`config.mk`:
```
export PLATFORM = sky130hd
export DESIGN_NAME = nfc_host_arbiter
export DESIGN_NICKNAME = d
export VERILOG_FILES = /design/src/rtl/nfc_host_arbiter.sv
export SDC_FILE = /design/constraint.sdc
export NUM_CORES = 1
export LEC_CHECK = 0
export BUFFER_PORTS_ARGS = -buffer_cell sky130_fd_sc_hd__buf_4
export CORE_ASPECT_RATIO = 0.9
export CORE_UTILIZATION = 30
export DETAILED_ROUTE_END_ITERATION = 8
export PLACE_DENSITY = 0.66
export REMOVE_ABC_BUFFERS = 1
export SYNTH_ARGS = -nofsm -noshare
export SYNTH_HDL_FRONTEND = slang
export SYNTH_SLANG_ARGS = --single-unit
```
`constraint.sdc`:
```
create_clock -name clk -period 1.9 [get_ports clk]
set_input_delay 0.095 -clock clk [delete_from_list [all_inputs] [get_ports clk]]
set_output_delay 0.095 -clock clk [all_outputs]
set_load 0.1 [all_outputs]
```
`src/rtl/nfc_host_arbiter.sv`:
```
// Round-robin arbiter sharing one NAND flash controller host port between two requesters.
// Optional NFC_TIMEOUT_EN macro adds a WAIT-state watchdog that forces an error completion.
module nfc_host_arbiter #(
    parameter int DIOWidth       = 16,
    parameter int AddressWidth   = 16,
    parameter int CommandWidth   = 3,
    parameter int TIMEOUT_CYCLES = 4096
) (
    input  logic                      clk,
    input  logic                      reset,
    input  logic [1:0]                req_valid,
    input  logic [1:0]                req_start,
    input  logic [2*CommandWidth-1:0] req_cmd,
    input  logic [2*AddressWidth-1:0] req_addr,
    input  logic [2*DIOWidth-1:0]     req_buf_in,
    input  logic [1:0]                req_buf_sel,
    input  logic [1:0]                req_buf_we,
    input  logic [1:0]                req_buf_re,
    output logic [1:0]                grant,
    output logic [DIOWidth-1:0]       req_buf_out,
    output logic [1:0]                rsp_valid,
    output logic                      rsp_error,
    output logic                      busy,
    output logic                      timeout,
    output logic [CommandWidth-1:0]   nfc_cmd,
    output logic [AddressWidth-1:0]   RWA,
    output logic                      nfc_start,
    output logic [DIOWidth-1:0]       buf_in,
    output logic                      buf_sel,
    output logic                      buf_we,
    output logic                      buf_re,
    input  logic [DIOWidth-1:0]       buf_out,
    input  logic                      nfc_done,
    input  logic                      command_error
);

    typedef enum logic [2:0] {
        IDLE,
        OWNED,
        ISSUE,
        WAIT,
        RESP
    } state_t;

    state_t                    state, state_nxt;
    logic                      owner, owner_nxt;
    logic                      last_owner, last_owner_nxt;
    logic [1:0]                grant_nxt;
    logic [CommandWidth-1:0]   cmd_q, cmd_nxt;
    logic [AddressWidth-1:0]   addr_q, addr_nxt;
    logic                      err_q, err_nxt;

`ifdef NFC_TIMEOUT_EN
    localparam int TW = (TIMEOUT_CYCLES > 1) ? $clog2(TIMEOUT_CYCLES) : 1;
    logic [TW-1:0] wd_cnt, wd_cnt_nxt;
    logic          tmo_q, tmo_nxt;
`endif

    // last_owner resets to 1 so that requester 0 wins the first contention
    always_ff @(posedge clk or negedge reset) begin
        if (!reset) begin
            state      <= IDLE;
            owner      <= 1'b0;
            last_owner <= 1'b1;
            grant      <= '0;
            cmd_q      <= '0;
            addr_q     <= '0;
            err_q      <= 1'b0;
`ifdef NFC_TIMEOUT_EN
            wd_cnt     <= '0;
            tmo_q      <= 1'b0;
`endif
        end else begin
            state      <= state_nxt;
            owner      <= owner_nxt;
            last_owner <= last_owner_nxt;
            grant      <= grant_nxt;
            cmd_q      <= cmd_nxt;
            addr_q     <= addr_nxt;
            err_q      <= err_nxt;
`ifdef NFC_TIMEOUT_EN
            wd_cnt     <= wd_cnt_nxt;
            tmo_q      <= tmo_nxt;
`endif
        end
    end

    always_comb begin
        state_nxt      = state;
        owner_nxt      = owner;
        last_owner_nxt = last_owner;
        grant_nxt      = grant;
        cmd_nxt        = cmd_q;
        addr_nxt       = addr_q;
        err_nxt        = err_q;
`ifdef NFC_TIMEOUT_EN
        wd_cnt_nxt     = wd_cnt;
        tmo_nxt        = tmo_q;
`endif
        case (state)
            IDLE: begin
                if (|req_valid) begin
                    if (req_valid == 2'b11) begin
                        owner_nxt = ~last_owner;
                    end else begin
                        owner_nxt = req_valid[1];
                    end
                    grant_nxt = owner_nxt ? 2'b10 : 2'b01;
                    state_nxt = OWNED;
                end
            end
            OWNED: begin
                if (req_start[owner]) begin
                    cmd_nxt   = req_cmd[owner*CommandWidth +: CommandWidth];
                    addr_nxt  = req_addr[owner*AddressWidth +: AddressWidth];
                    state_nxt = ISSUE;
                end else if (!req_valid[owner]) begin
                    grant_nxt      = '0;
                    last_owner_nxt = owner;
                    state_nxt      = IDLE;
                end
            end
            ISSUE: begin
                err_nxt   = 1'b0;
`ifdef NFC_TIMEOUT_EN
                wd_cnt_nxt = '0;
                tmo_nxt    = 1'b0;
`endif
                state_nxt = WAIT;
            end
            WAIT: begin
                if (nfc_done) begin
                    err_nxt   = command_error;
                    state_nxt = RESP;
                end
`ifdef NFC_TIMEOUT_EN
                else if (wd_cnt == TW'(TIMEOUT_CYCLES - 1)) begin
                    err_nxt   = 1'b1;
                    tmo_nxt   = 1'b1;
                    state_nxt = RESP;
                end else begin
                    wd_cnt_nxt = wd_cnt + 1'b1;
                end
`endif
            end
            RESP: begin
                state_nxt = OWNED;
            end
            default: begin
                state_nxt = IDLE;
            end
        endcase
    end

    assign nfc_start   = (state == ISSUE);
    assign busy        = (state == ISSUE) || (state == WAIT) || (state == RESP);
    assign rsp_valid   = (state == RESP) ? grant : 2'b00;
    assign rsp_error   = (state == RESP) && err_q;
    assign nfc_cmd     = cmd_q;
    assign RWA         = addr_q;
    assign req_buf_out = buf_out;

`ifdef NFC_TIMEOUT_EN
    assign timeout = (state == RESP) && tmo_q;
`else
    assign timeout = 1'b0;
`endif

    // Buffer mux follows the registered grant, so it is quiet whenever the port is free
    always_comb begin
        buf_in  = '0;
        buf_sel = 1'b0;
        buf_we  = 1'b0;
        buf_re  = 1'b0;
        if (grant[0]) begin
            buf_in  = req_buf_in[0 +: DIOWidth];
            buf_sel = req_buf_sel[0];
            buf_we  = req_buf_we[0];
            buf_re  = req_buf_re[0];
        end else if (grant[1]) begin
            buf_in  = req_buf_in[DIOWidth +: DIOWidth];
            buf_sel = req_buf_sel[1];
            buf_we  = req_buf_we[1];
            buf_re  = req_buf_re[1];
        end
    end

endmodule

```
==> impl_metrics.tcl <==
set metrics [dict create \
    outcome "completed" \
    io_buffer_count 128 \
    overflow 0 \
    slowest_delay_ns 0.44 \
    cts_resized 0 \
    yosysTopAreaCell "dfrtp_1" \
    hold_viol_final 0 \
    clkLatencyLatePin_ns 0.27 \
    holdWs_ns 0.120 \
    dieArea_um2 6580 \
    wire_per_inst_um 15.2 \
    syn_avg_cell_area_um2 10.1 \
    cts_tree "built" \
    area_delta_synth_final_pct 48.6 \
    fin_setup_tns_ns 0 \
    rows 26 \
    ys_types 37 \
    synthArstFlopShare_pct 100 \
    rsz0062_at_grt "false" \
    gr-usage-all-layers_pct 15.9 \
    crit_chain "nor2b_1 > buf_4 > a22o_1 > buf_4" \
    cp.arrival_ns 1.56 \
    synth_common_cells "29 x a21oi_1, 26 x dfrtp_1, 19 x a22o_1, 19 x mux2i_1, 17 x buf_4" \
    syn_inst 186 \
    clockBufferDepth 2 \
    vias 1796 \
    timing.critical_path.mode_cell "buf_4" \
    fp.dieW_um 85.4 \
    cts_root_buf "clkbuf_8" \
    final_core_util_pct 47.6 \
    min_path_type "in -> reg" \
    synthTopCellsByArea "dfrtp_1 35%, mux2i_1 10%, a22o_1 8.9%" \
    ant_nets 0 \
    gp_congestion 0.769 \
    grt_max_degree 28 \
    setup_violations 0 \
    worstHoldPathCells 3 \
    core_area_um2 5860 \
    crit_slowest_cell "dfrtp_1" \
    grt_pass1_wl_um 8330 \
    cp-end-kind "output pin" \
    cp.required_ns 1.80 \
    ys.flop_type "dfrtp_1" \
    drv_slew 0 \
    ios 162 \
    min_period_ns 1.65 \
    dr.pass1.iters 4 \
    crit_type "reg -> out" \
    drt_iter0_drc 80 \
    synth_area_um2 1880 \
    synth_edf_count 0 \
    drive_gt1_share_pct 52.2 \
    ys_seq_area_share_pct 36.1 \
    clk_pin_slew_ns 0.09 \
    htreeDepth 1 \
    start_util_pct 32.1 \
    nets 392 \
    drc 0 \
    ctsHoldBuffers 1 \
    ys_warn_count 0 \
    cts_made_buffers 3 \
    maxCapViolations 0 \
    antenna_found_initial 0 \
    antenna_cells 0 \
    cts_sinks 27 \
    nFillCells 568 \
    hpwl_um 4240 \
    finalCritPeriodShare_pct 87.0 \
    yosysMostFrequentCell "a21oi_1" \
    startpoint_type "flip-flop" \
    post_cts_buffers 0 \
    die_h_um 77.0 \
    grt_pass1_vias 1725 \
    fin_skew_ns 0.00706 \
    crit_fanout 18 \
    max_freq_ghz 0.605 \
    r2r_cells 3 \
    yosysTopAreaCellShare_pct 34.7 \
    routed_wl_um 5480 \
    ys_ff_latch 27 \
    viasPerCell 4.98 \
]
layer usage:
layer | share of wire (%) | track usage [%]
met1 | 38 | 18.3
met2 | 48 | 27.3
met3 | 13 | 7.64
met4 | 0.57 | 2.33
met5 | 0 | 0
per-stage QoR:
step / std cells / setup slack, ns / cell area [um2]
after global placement: 356 / 0.432 / 2730
after CTS: 361 / 0.225 / 2790
final: 361 / 0.248 / 2790
after floorplan: 153 / -0.871 / 1650
after detailed placement: 356 / 0.358 / 2730
after global routing: 361 / 0.138 / 2790
area by class of cell:
class | instances | area (um2) | share of cell area [%]
Timing Repair Buffer | 134 | 1010 | 36.2
Multi-Input combinational cell | 123 | 960 | 34.4
Sequential cell | 27 | 677 | 24.3
Tap cell | 70 | 87.6 | 3.14
Clock buffer | 4 | 45.0 | 1.62
Inverter | 3 | 11.3 | 0.404
registers in the layout (all words and copies together) (netlist names):
| register | count |
|---|---|
| err_q | 1 |
| last_owner | 1 |
| RWA | 16 |
| nfc_cmd | 3 |
| state | 3 |
| owner | 1 |
| grant | 2 |
critical path, delay by kind of cell (launching register included):
kind                   cells  cell delay, ns
buffers and inverters      2            0.51
flip-flops                 1            0.44
AO/OA/AOI/OAI              1            0.18
AND/OR/NAND/NOR            1            0.16
worst paths after layout:
check / startpoint / endpoint / slack (ns)
worst max-delay path: grant[1] / buf_re / 0.25
worst min-delay path: req_addr[10] / RWA[10] / 0.12
worst max register to register: owner / RWA[8] / 0.35
worst min register to register: err_q / err_q / 0.53
max in group asynchronous: reset / last_owner / 1.34
min in group asynchronous: reset / RWA[5] / 0.27
placed cells by master, fill, tap and decap left out, types with 2 or more instances in the layout:
cell / netlist / layout
nand2b_1: 2 / 2
mux2_4: 2 / 2
o21ai_1: 2 / 2
o21a_1: 2 / 2
buf_4: 17 / 133
a21oi_4: 10 / 10
mux2i_1: 19 / 19
a22o_1: 19 / 19
nor3_1: 3 / 3
nand3_1: 2 / 2
nor2_1: 7 / 7
a21oi_1: 29 / 29
nor2b_1: 2 / 2
nand2_1: 9 / 9
dfrtp_1: 26 / 26
clkbuf_8: 0 / 3
inv_1: 2 / 2
kinds of logic after synthesis:
family | count (synthesis) | share of synthesized area (%)
AO/OA/AOI/OAI | 71 | 30.8
flip-flops | 27 | 36.1
AND/OR/NAND/NOR | 30 | 8.40
multiplexers | 21 | 11.7
buffers and inverters | 36 | 12.8
other | 1 | 0.200
Power is not shown: default switching activity piles up to over one toggle a cycle in this logic, so the estimate is an artifact.
